**src/rtl/vend_pkg.sv**
```systemverilog
// +--------------------------------------------------------------------+
// | vend_pkg                                                           |
// | Shared types, widths and defaults for the vending sequencer.       |
// | Revision: 1.0                                                      |
// +--------------------------------------------------------------------+
`default_nettype none

package vend_pkg;

  localparam int unsigned c_credit_w = 5;
  localparam int unsigned c_price_w  = 4;
  localparam int unsigned c_stock_w  = 3;
  localparam int unsigned c_n_prod   = 4;
  localparam int unsigned c_sel_w    = 2;

  localparam int unsigned c_credit_max_def = 20;
  localparam int unsigned c_stock_init_def = 7;
  localparam int unsigned c_price_init_def = 5;

  localparam logic [1:0] c_coin_one  = 2'd2;
  localparam logic [1:0] c_coin_half = 2'd1;

  typedef enum logic [1:0] {
    ST_IDLE    = 2'd0,
    ST_COLLECT = 2'd1,
    ST_VEND    = 2'd2,
    ST_CHANGE  = 2'd3
  } vend_state_t;

  function automatic logic [1:0] coin_value(input logic one, input logic half);
    return (one ? c_coin_one : 2'd0) + (half ? c_coin_half : 2'd0);
  endfunction

endpackage

`default_nettype wire

```
**src/rtl/vend_stock.sv**
```systemverilog
// +--------------------------------------------------------------------+
// | vend_stock                                                         |
// | Per-product stock counters with restock and empty flags.           |
// | Revision: 1.0                                                      |
// +--------------------------------------------------------------------+
`default_nettype none

module vend_stock
  import vend_pkg::*;
#(
  parameter int unsigned STOCK_INIT = c_stock_init_def
) (
  input  logic                 sys_clk,
  input  logic                 sys_rst_n,
  input  logic                 i_restock,
  input  logic                 i_dec,
  input  logic [c_sel_w-1:0]   i_dec_id,
  output logic [c_n_prod-1:0]  o_empty
);

  localparam logic [c_stock_w-1:0] c_stock_init = STOCK_INIT[c_stock_w-1:0];

  logic [c_stock_w-1:0] r_stock [c_n_prod];

  always_ff @(posedge sys_clk or negedge sys_rst_n) begin
    if (!sys_rst_n) begin
      for (int i = 0; i < c_n_prod; i++) r_stock[i] <= c_stock_init;
    end else if (i_restock) begin
      for (int i = 0; i < c_n_prod; i++) r_stock[i] <= c_stock_init;
    end else if (i_dec && (r_stock[i_dec_id] != '0)) begin
      r_stock[i_dec_id] <= r_stock[i_dec_id] - 1'b1;
    end
  end

  generate
    for (genvar g = 0; g < c_n_prod; g++) begin : g_empty
      assign o_empty[g] = (r_stock[g] == '0);
    end
  endgenerate

endmodule

`default_nettype wire

```
**src/rtl/vend_seq_ctrl.sv**
```systemverilog
// +--------------------------------------------------------------------+
// | vend_seq_ctrl                                                      |
// | Coin-operated four-product vending sequencer with change return.   |
// | Revision: 1.0                                                      |
// +--------------------------------------------------------------------+
`default_nettype none

module vend_seq_ctrl
  import vend_pkg::*;
#(
  parameter int unsigned CREDIT_MAX = c_credit_max_def,
  parameter int unsigned STOCK_INIT = c_stock_init_def,
  parameter int unsigned PRICE_INIT = c_price_init_def
) (
  input  logic                   sys_clk,
  input  logic                   sys_rst_n,
  input  logic                   pi_money_one,
  input  logic                   pi_money_half,
  input  logic                   pi_sel_vld,
  input  logic [c_sel_w-1:0]     pi_sel,
  input  logic                   pi_cancel,
  input  logic                   cfg_we,
  input  logic [c_sel_w-1:0]     cfg_addr,
  input  logic [c_price_w-1:0]   cfg_price,
  input  logic                   pi_restock,
  output logic                   po_beverage,
  output logic [c_sel_w-1:0]     po_bev_id,
  output logic                   po_money,
  output logic                   po_coin_rej,
  output logic                   po_sel_err,
  output logic [c_credit_w-1:0]  po_credit,
  output logic [c_n_prod-1:0]    po_empty,
  output logic                   po_busy
);

  localparam logic [c_credit_w:0]   c_credit_max = CREDIT_MAX[c_credit_w:0];
  localparam logic [c_price_w-1:0]  c_price_init = PRICE_INIT[c_price_w-1:0];

  vend_state_t             r_state;
  vend_state_t             w_state_nxt;
  logic [c_credit_w-1:0]   r_credit;
  logic [c_credit_w-1:0]   w_credit_nxt;
  logic [c_price_w-1:0]    r_price [c_n_prod];
  logic [c_sel_w-1:0]      r_bev_id;
  logic                    r_bev;
  logic                    r_money;
  logic                    r_busy;
  logic                    r_coin_rej;
  logic                    r_sel_err;

  logic                    w_coin_evt;
  logic [1:0]              w_coin_val;
  logic [c_credit_w:0]     w_credit_sum;
  logic                    w_coin_fits;
  logic                    w_sel_ok;
  logic [c_n_prod-1:0]     w_empty;
  logic                    w_coin_rej;
  logic                    w_sel_err;
  logic                    w_sel_acc;
  logic                    w_dec;
  logic                    w_cfg_wr;
  logic                    w_restock;

  assign w_coin_evt   = pi_money_one | pi_money_half;
  assign w_coin_val   = coin_value(pi_money_one, pi_money_half);
  assign w_credit_sum = {1'b0, r_credit} + {{(c_credit_w-1){1'b0}}, w_coin_val};
  assign w_coin_fits  = (w_credit_sum <= c_credit_max);
  assign w_sel_ok     = !w_empty[pi_sel] && (r_credit >= {1'b0, r_price[pi_sel]});

  always_comb begin
    w_state_nxt  = r_state;
    w_credit_nxt = r_credit;
    w_coin_rej   = 1'b0;
    w_sel_err    = 1'b0;
    w_sel_acc    = 1'b0;
    w_dec        = 1'b0;
    w_cfg_wr     = 1'b0;
    w_restock    = 1'b0;

    case (r_state)
      ST_IDLE, ST_COLLECT: begin
        w_restock = pi_restock;
        w_cfg_wr  = (r_state == ST_IDLE) && cfg_we && (cfg_price != '0);
        if ((r_state == ST_COLLECT) && pi_cancel) begin
          w_state_nxt = ST_CHANGE;
          w_coin_rej  = w_coin_evt;
        end else if ((r_state == ST_COLLECT) && pi_sel_vld && w_sel_ok) begin
          w_state_nxt = ST_VEND;
          w_sel_acc   = 1'b1;
          w_coin_rej  = w_coin_evt;
        end else begin
          w_sel_err = pi_sel_vld;
          if (w_coin_evt) begin
            if (w_coin_fits) begin
              w_credit_nxt = w_credit_sum[c_credit_w-1:0];
              w_state_nxt  = ST_COLLECT;
            end else begin
              w_coin_rej = 1'b1;
            end
          end
        end
      end
      ST_VEND: begin
        w_dec        = 1'b1;
        w_coin_rej   = w_coin_evt;
        w_sel_err    = pi_sel_vld;
        w_credit_nxt = r_credit - {1'b0, r_price[r_bev_id]};
        w_state_nxt  = (w_credit_nxt != '0) ? ST_CHANGE : ST_IDLE;
      end
      ST_CHANGE: begin
        w_coin_rej = w_coin_evt;
        w_sel_err  = pi_sel_vld;
        // Saturate so a zero-credit entry can never wrap into a long refund.
        if (r_credit <= 1) begin
          w_credit_nxt = '0;
          w_state_nxt  = ST_IDLE;
        end else begin
          w_credit_nxt = r_credit - 1'b1;
        end
      end
      default: begin
        w_state_nxt  = ST_IDLE;
        w_credit_nxt = '0;
      end
    endcase
  end

  always_ff @(posedge sys_clk or negedge sys_rst_n) begin
    if (!sys_rst_n) begin
      r_state    <= ST_IDLE;
      r_credit   <= '0;
      r_bev      <= 1'b0;
      r_bev_id   <= '0;
      r_money    <= 1'b0;
      r_busy     <= 1'b0;
      r_coin_rej <= 1'b0;
      r_sel_err  <= 1'b0;
    end else begin
      r_state    <= w_state_nxt;
      r_credit   <= w_credit_nxt;
      r_bev      <= (w_state_nxt == ST_VEND);
      r_money    <= (w_state_nxt == ST_CHANGE);
      r_busy     <= (w_state_nxt == ST_VEND) || (w_state_nxt == ST_CHANGE);
      r_coin_rej <= w_coin_rej;
      r_sel_err  <= w_sel_err;
      if (w_sel_acc) r_bev_id <= pi_sel;
    end
  end

  always_ff @(posedge sys_clk or negedge sys_rst_n) begin
    if (!sys_rst_n) begin
      for (int i = 0; i < c_n_prod; i++) r_price[i] <= c_price_init;
    end else if (w_cfg_wr) begin
      r_price[cfg_addr] <= cfg_price;
    end
  end

  vend_stock #(
    .STOCK_INIT (STOCK_INIT)
  ) u_stock (
    .sys_clk   (sys_clk),
    .sys_rst_n (sys_rst_n),
    .i_restock (w_restock),
    .i_dec     (w_dec),
    .i_dec_id  (r_bev_id),
    .o_empty   (w_empty)
  );

  assign po_beverage = r_bev;
  assign po_bev_id   = r_bev_id;
  assign po_money    = r_money;
  assign po_coin_rej = r_coin_rej;
  assign po_sel_err  = r_sel_err;
  assign po_credit   = r_credit;
  assign po_empty    = w_empty;
  assign po_busy     = r_busy;

endmodule

`default_nettype wire

```
**config.mk**
```make
export PLATFORM = sky130hd
export DESIGN_NAME = vend_seq_ctrl
export DESIGN_NICKNAME = d
export VERILOG_FILES = /design/src/rtl/vend_pkg.sv /design/src/rtl/vend_stock.sv /design/src/rtl/vend_seq_ctrl.sv
export SDC_FILE = /design/constraint.sdc
export NUM_CORES = 1
export LEC_CHECK = 0
export ABC_AREA = 1
export CELL_PAD_IN_SITES_DETAIL_PLACEMENT = 0
export CELL_PAD_IN_SITES_GLOBAL_PLACEMENT = 2
export CORE_MARGIN = 2
export CORE_UTILIZATION = 30
export DETAILED_ROUTE_END_ITERATION = 8
export PLACE_DENSITY_LB_ADDON = 0.1
export SETUP_SLACK_MARGIN = 0.15
export SLEW_MARGIN = 40
export SYNTH_ARGS = -nofsm -noshare
export SYNTH_HDL_FRONTEND = slang
export SYNTH_SLANG_ARGS = --single-unit
```
**constraint.sdc**
```tcl
create_clock -name sys_clk -period 2.6 [get_ports sys_clk]
set_input_delay 0.52 -clock sys_clk [delete_from_list [all_inputs] [get_ports sys_clk]]
set_output_delay 0.52 -clock sys_clk [all_outputs]
set_load 0.01 [all_outputs]
```
# Word-level counts from Yosys, hierarchy flattened
# Cells that the tools add are included.
# totals
reg_bits	42
output_inout_bits	16
word_cells	114
# op_classes
n_addsub	5
order_cmp	9
n_eq_ne	9
muxes	48
n_bitwise	4
reduce_logical	23
# ops
operator	count
5-bit two-way mux	5
12-bit two-way mux	2
4-bit two-way mux	5
4-bit binary-select mux with 2-bit select	2
16-bit bitwise mux	1
5-bit one-hot mux with 3 select lines	1
1-bit two-way mux	14
2-bit two-way mux	7
12-bit bitwise mux	1
3-bit logical NOT	4
3-bit >= comparator, second input constant	3
1-bit logical AND	9
3-bit two-way mux	3
2-bit inverter with 3-bit output	3
4-bit demux with 2-bit select	1
2-bit equality test, second input constant	4
2-bit != test, second input constant	4
5-bit by 2-bit adder with 6-bit output	1
3-bit binary-select mux with 2-bit select	1
3-bit demux with 2-bit select	1
6-bit by 5-bit <= comparator with 1-bit output, second input constant	1
3-bit by 1-bit less-than comparator with 1-bit output, second input constant	2
2-bit one-hot mux with 3 select lines	1
5-bit by 4-bit >= comparator with 1-bit output	1
19 further kinds	21

# Longest topological paths before layout
# Gate-level depths: netlist of run 1.
# depth
ltp_word	12
ltp_mapped	16

# Modules after synthesis
# A second synthesis of run 1 with hierarchy kept.
# unflattened
cells_unflattened	403
area_unflattened_um2	2899.0
# modules_own_cells
module	instances	cells_per_inst	area_each_um2
vend_seq_ctrl	1	290	2133.3
vend_stock	1	113	765.7

# Worst setup path after synthesis of run 1
# Ideal clock, no wire load.
# synth_path
path_type	register -> register
from	reg r_bev_id[1], in the netlist po_bev_id[1]
to	reg r_state[0]
setup_ns	0.122
arrival_time_ns	2.215
slack_ns	0.263
path_stages_with_launch	14
path_buffers	0
synth_period_minus_slack_ns	2.337
path_cell_list	dfrtp_1 -> inv_2 -> nand2_2 -> inv_2 -> a22oi_1 -> o221ai_1 -> ha_1 -> fa_1 -> xnor2_1 -> nand3b_1 -> o21ai_0 -> nand2_1 -> nor2_1 -> nand2_1
# synth_between
elab_chain_len	8
# synth_lines
item	line	rtl
start, declared	vend_seq_ctrl.sv:44	logic [c_sel_w-1:0] r_bev_id;
start signal, assigned	vend_seq_ctrl.sv:146	if (w_sel_acc) r_bev_id <= pi_sel;
2-bit inverter with 3-bit output (implied by the code)	vend_seq_ctrl.sv:107	w_credit_nxt = r_credit - {1'b0, r_price[r_bev_id]};
4-bit binary-select mux with 2-bit select	vend_seq_ctrl.sv:107	
4-bit two-way mux (implied by the code) (2 in a row)	vend_seq_ctrl.sv:107	
5-bit by 4-bit subtractor with 5-bit output	vend_seq_ctrl.sv:107	
5-bit nonzero test	vend_seq_ctrl.sv:108	w_state_nxt = (w_credit_nxt != '0) ? ST_CHANGE : ST_IDLE;
2-bit two-way mux	vend_seq_ctrl.sv:108	
2-bit one-hot mux with 3 select lines	vend_seq_ctrl.sv:80	case (r_state)
net w_state_nxt[0]	vend_seq_ctrl.sv:40	vend_state_t w_state_nxt;
end signal, assigned	vend_seq_ctrl.sv:139	r_state <= w_state_nxt;
end, declared	vend_seq_ctrl.sv:39	vend_state_t r_state;
# The timed path passes the listed nets, and every way through them passes these cells. The select of a mux whose other input is x is not followed.
# A chain may end at the register's enable or synchronous reset.

# Final worst setup path of run 1
# layout_path
from	reg r_bev_id[0], in the netlist po_bev_id[0]
to	reg r_state[0]
# Same word-level chain as after synthesis.

==> flow_summary.toml, run 1 <==
[run_status]
status = "complete, no violations"

[critical_path]
cp_max_fo = 5
critPathBufInv = 3
crit_start = "po_bev_id[0]"
crit_family = "simple AND/OR/NAND/NOR gates"
critPathRequiredTime_ns = 2.80
slowest_stage = "dfrtp_2"
cp-start-kind = "flip-flop"
crit_type = "reg -> reg"
cp_cell_sequence = "nor2_4 -> inv_2 -> buf_4 -> o22ai_2 -> a221oi_4 -> buf_4 -> ha_4 -> a21oi_4 -> nand3_1 -> nand2_1 -> nor2_2 -> nor2_2 -> nand2_2 -> nor2_4 -> nand2_1"
rr_startpoint = "po_bev_id[0]"
endpoint_kind = "flip-flop"
cp_data_arrival_time_ns = 2.52
max_stage_delay_ns = 0.47

[logic_synthesis]
synthMuxAreaShare = 0
synth_cell_types = 37
synth_edf_count = 0
synth_top_family_by_area = "simple AND/OR/NAND/NOR gates"
synth_area_per_cell_um2 = 7.725
synth_adder_area_share = 0.07570
synth_seq_area_share = 0.3697
netlist_instances = 368
synth_compound_area_frac = 0.1312
synth_seq_cells = 41
synth_warnings = 0
synthArstFlopShare = 1.000
yosys.area_share.simple = 0.3222
synth-main-ff-cell = "dfrtp_1"
syn_area_um2 = 2843
synth_nets = 400
synth_xor_area_frac = 0.01849

[run]
maxCapViolCount = 0

[cts]
cts_tree = "done"
cts_buffer_depth = 2
cts_hold_buf = 0
ctsRootBufferMaster = "clkbuf_8"
h-tree-depth = 2
clock_latency_ns = 0.31
clk_pin_slew_worst_paths_ns = 0.09
numCtsBuffers = 5
clock_sinks = 41

[power]
p_leak_uw = 0.001831
total_power_uw = 5229
p_per_area_nw_per_um2 = 1370
worst_ir_drop_vdd_v = 0.0004759

[global_route]
grt_max_degree = 17
grt_pass1_wl_um = 14060
grt_pass1_vias = 2755
track_usage = 0.1782
antenna_found_initial = 0
overflow = 0

[final_layout]
drive_gt1_frac = 0.2959
layout_commonest_cell = "nand2_1"
design_area_um2 = 3817
final_cell_mix = "90 x nand2_1, 41 x inv_1, 32 x buf_4"
antennaDiodeCount = 0
area_growth_pct = 34.29
nets = 467

[detailed_routing]
num_vias = 2638
viasPerCell = 4.823
wl_per_cell_um = 15.41
final_antenna_net_count = 0
route.detailed.drc = 0
dr.pass1.iters = 5
wl_um = 8432
dr.first_iter.drc_count = 112

[timing]
final_max_slew_viol_count = 0
grt_setup_unrepaired = "yes"
worst_slew_pin_slew_ns = 0.5266
layout_min_cycle_time_ns = 2.319
setup_viol = 0
skew_ns = 0.01499
finalHoldViolCount = 0
slew_headroom = 0.6489
period_share = 0.8920
setup-tns-final_ns = 0
clock.fmax_ghz = 0.4312

[floorplan]
rows = 35
io_pins = 32
die_h_um = 101.3
dieArea_um2 = 10270
core_area_um2 = 9196
initial_core_util = 0.3091
die_w_um = 101.3

[placement]
placed_area_um2 = 3485
dp_hpwl_um = 6656
portBuffers = 31
gp_congestion = 0.7685

[min_path]
hp-class = "in -> async"
## worst register-to-register path: stages (launching register included)
cell and delay [ns]:
dfrtp_2 0.47, nor2_4 0.16, inv_2 0.07, buf_4 0.13, o22ai_2 0.15, a221oi_4 0.06, buf_4 0.15, ha_4 0.23
a21oi_4 0.17, nand3_1 0.08, nand2_1 0.09, nor2_2 0.05, nor2_2 0.12, nand2_2 0.10, nor2_4 0.12, nand2_1 0.05
## registers in the layout, indices dropped and copies added, names as in the netlist
signal,cells
r_price,16
u_stock.r_stock,12
po_credit,5
po_bev_id,2
po_beverage,1
po_busy,1
po_coin_rej,1
po_money,1
po_sel_err,1
r_state,1
## repair_timing
action | in CTS | in global routing
setup endpoints to repair | 8 | 13
pin swaps | 3 | 16
resized for setup | 12 | 33
buffers inserted | 3 | 3
## final timing paths
check / slack (ns) / endpoint / depth (start not counted)
worst max-delay path: 0.28 / r_state[0] / 15
worst min-delay path: 0.06 / r_price[13] / 1
worst max register to register: 0.28 / r_state[0] / 15
worst min register to register: 0.52 / u_stock.r_stock[10] / 2
max in group asynchronous: 1.96 / r_price[4] / 2
min in group sys_clk: 0.52 / u_stock.r_stock[10] / 2
## kinds of logic after synthesis
| family | count (synthesis) |
|---|---|
| AOI/OAI and AO/OA | 62 |
| buffers and inverters | 62 |
| xor gates and xnor gates | 6 |
| and+or+nand+nor | 181 |
| adders and majority gates | 16 |
| DFF | 41 |
## cells in the mapped netlist, types with 3 or more instances
master	instances	area (um2)
nand3b_1	5	37.54
nor2_2	3	18.77
xor2_1	4	35.03
nor2_4	3	33.78
nand3_4	4	70.07
dfrtp_1	21	525.5
nor3_2	5	50.05
o211ai_1	8	60.06
o21ai_0	24	120.1
ha_1	14	175.2
nor3_1	7	35.03
nand2_2	4	25.02
nand2_1	92	345.3
o22ai_1	4	25.02
nand3_1	32	160.2
inv_1	46	172.7
nor2_1	21	78.83
a21oi_1	14	70.07
dfstp_2	20	525.5
a221oi_1	3	26.28
inv_2	12	45.04
## per-layer routing
metal  up-vias  part of all wire  track usage
met4         0            0.0052      0.03742
met5         -                 0            0
met1      1246              0.45       0.2249
met3         4             0.026      0.02622
met2        43              0.52       0.3225
li1       1345                 -            -
## stage by stage
stage | utilization | hold slack, ns | cells | worst slack [ns]
detailed placement | 0.3789 | 0.3957 | 533 | -0.1976
finish | 0.4151 | 0.05640 | 547 | 0.2808
floorplan | - | 0.2244 | 368 | 0.2629
CTS | 0.3973 | 0.06292 | 544 | 0.1543
global route | 0.4151 | 0.06913 | 547 | 0.1409
global placement | 0.3789 | 0.4001 | 533 | -0.1600
## where the power goes
part	internal (uW)	switching, uW
registers	1030	355
clock network	313	246
logic	1470	1810
total	2820	2410
## final cells by class
type	instances	area [um2]
tap	111	138.9
clock buffer	6	82.58
clock inverter	2	37.54
multi-input combinational	265	1715
fill	936	5379
timing repair buffer	64	569.3
inverter	58	220.2
sequential	41	1054
(Power assumes the default switching activity.)
==> run 2, diff against run 1 <==
--- a/config.mk
+++ b/config.mk
@@ -11,7 +11,7 @@
 export CORE_MARGIN = 2
 export CORE_UTILIZATION = 30
 export DETAILED_ROUTE_END_ITERATION = 8
-export PLACE_DENSITY_LB_ADDON = 0.1
+export PLACE_DENSITY = 0.79
 export SETUP_SLACK_MARGIN = 0.15
 export SLEW_MARGIN = 40
 export SYNTH_ARGS = -nofsm -noshare
==> constraint.sdc (replaced) <==
create_clock -name sys_clk -period 2.6 [get_ports sys_clk]
set_input_delay 0.39 -clock sys_clk [delete_from_list [all_inputs] [get_ports sys_clk]]
set_output_delay 0.39 -clock sys_clk [all_outputs]
set_load 0.01 [all_outputs]
==> run 2 against run 1 <==
Cell area decreased by 1.4%. Global-route usage fell by 1.8 points. Final cell count down 1.6%. Sequential power about the same. Non-clock buffer count decreased by 9. Utilization is 0.59 points lower. First-iteration DRC count fell by 32%. Register-to-register slack lost 0.02 ns. Clock skew fell by 0.0064 ns. Wire length shrank 3.8%. Count of clock-buffer cells in the layout shrank 1. Largest cell class unchanged.
==> flow_summary.toml, run 2 (synthesized netlist as in run 1, its figures left out) <==
[final_layout]
multi_input_comb_area_um2 = 1698
fillers = 961
largest_reg_flops = 16
antennaDiodeCount = 0
final_util = 0.4093
drive_gt1_frac = 0.2693
layout.area.seq_um2 = 1054
final_cell_mix = "89 x nand2_1, 44 x inv_1, 31 x nand3_1"
layout_commonest_cell = "nand2_1"
nets = 458
top_register = "r_price"
area_growth_pct = 32.39

[floorplan]
io_pins = 32
core_area_um2 = 9196
die_h_um = 101.3
initial_core_util = 0.3091
rows = 35
die_w_um = 101.3
dieArea_um2 = 10270

[timing]
whs_ns = 0.06711
grt_setup_unrepaired = "yes"
clock.fmax_ghz = 0.4275
worst_slew_pin_slew_ns = 0.5268
final_max_slew_viol_count = 0
slew_headroom = 0.6488
layout_min_cycle_time_ns = 2.339
finalHoldViolCount = 0
setup_viol = 0
setup-tns-final_ns = 0
period_share = 0.8997
skew_ns = 0.008582

[critical_path]
cp_data_arrival_time_ns = 2.53
cp_cell_sequence = "nand2_4 -> inv_2 -> a22oi_2 -> o221ai_2 -> ha_2 -> fa_2 -> inv_1 -> nand3_2 -> a21oi_1 -> nor2_1 -> nor2_1 -> nand2_2 -> nor2_4 -> nand2_1"
cp-start-kind = "flip-flop"
endpoint_kind = "flip-flop"
cp_max_fo = 5
max_stage_delay_ns = 0.49
critPathBufInv = 2
cpMostUsedCell = "nor2_1"
critPathRequiredTime_ns = 2.79
crit_type = "reg -> reg"
slowest_stage = "dfrtp_2"
crit_family = "simple AND/OR/NAND/NOR gates"

[run_status]
status = "complete, no violations"

[power]
total_power_uw = 5217
p_per_area_nw_per_um2 = 1386
worst_ir_drop_vdd_v = 0.0004497
p_leak_uw = 0.001804

[cts]
ctsRootBufferMaster = "clkbuf_8"
clock_sinks = 41
cts_hold_buf = 0
cts_buffer_depth = 2
clock_latency_ns = 0.29
numCtsBuffers = 5
h-tree-depth = 2
cts_tree = "done"
clk_pin_slew_worst_paths_ns = 0.09

[placement]
portBuffers = 31
gp_congestion = 0.8663
dp_hpwl_um = 6116

[detailed_routing]
dr.pass1.iters = 4
final_antenna_net_count = 0
viasPerCell = 4.849
wl_per_cell_um = 15.08
dr.first_iter.drc_count = 76
route.detailed.drc = 0
num_vias = 2609
wl_um = 8113

[global_route]
overflow = 0
grt_pass1_vias = 2540
track_usage = 0.1600
antenna_found_initial = 0
grt_max_degree = 42
grt_pass1_wl_um = 12910

[run]
maxCapViolCount = 0

[min_path]
hp-class = "in -> async"
## run 2: power breakdown
| part | switching, uW | internal (uW) |
|---|---|---|
| Clock | 250 | 387 |
| Sequential | 357 | 1030 |
| Combinational | 1780 | 1410 |
| Total | 2390 | 2830 |
## run 2: metrics by stage
step                      instance area (um2)  setup WS [ns]  std cells
after floorplan                          2843         0.2629        368
after global placement                   3402       -0.04514        522
after detailed placement                 3405       -0.08228        522
after CTS                                3588         0.1911        534
after global routing                     3764         0.1179        538
final                                    3764         0.2609        538
## run 2: area by class of cell
type                    instances  share of cell area
repair buffers                 55              0.1363
multi-input cells             265              0.4511
inverters                      58             0.05918
clock buffers                   5             0.01828
flip-flops and latches         41              0.2799
well taps                     111             0.03690
clock inverters                 3             0.01828
## run 2: path summary, 6_finish.rpt
check,start,cells past startpoint,slack [ns],to
worst max-delay path,po_bev_id[0],14,0.26,r_state[0]
worst min-delay path,sys_rst_n,1,0.07,r_price[13]
worst max register to register,po_bev_id[0],14,0.26,r_state[0]
worst min register to register,u_stock.r_stock[5],2,0.51,u_stock.r_stock[5]
max in group asynchronous,sys_rst_n,1,2.13,po_bev_id[1]
min in group sys_clk,u_stock.r_stock[5],2,0.51,u_stock.r_stock[5]
## run 2: metal layers
| metal | part of all wire | up-vias | global-route usage |
|---|---|---|---|
| met4 | 0.0047 | 0 | 0.03222 |
| met1 | 0.47 | 1243 | 0.2118 |
| met3 | 0.025 | 2 | 0.01794 |
| met5 | 0 | - | 0 |
| li1 | - | 1325 | - |
| met2 | 0.50 | 39 | 0.2827 |
## run 2: repair_timing
item                       in CTS  in global routing
resized for setup               6                 33
setup endpoints to repair       4                 12
setup buffers                   4                  4
pin swaps                       1                 15
## run 2: worst register-to-register path: cells and delay by family (launching register included)
family          cells  cell delay (ns)
simple gates        7             0.63
fa+ha+maj           2             0.59
flops               1             0.49
compound gates      3             0.40
buf+inv             2             0.13
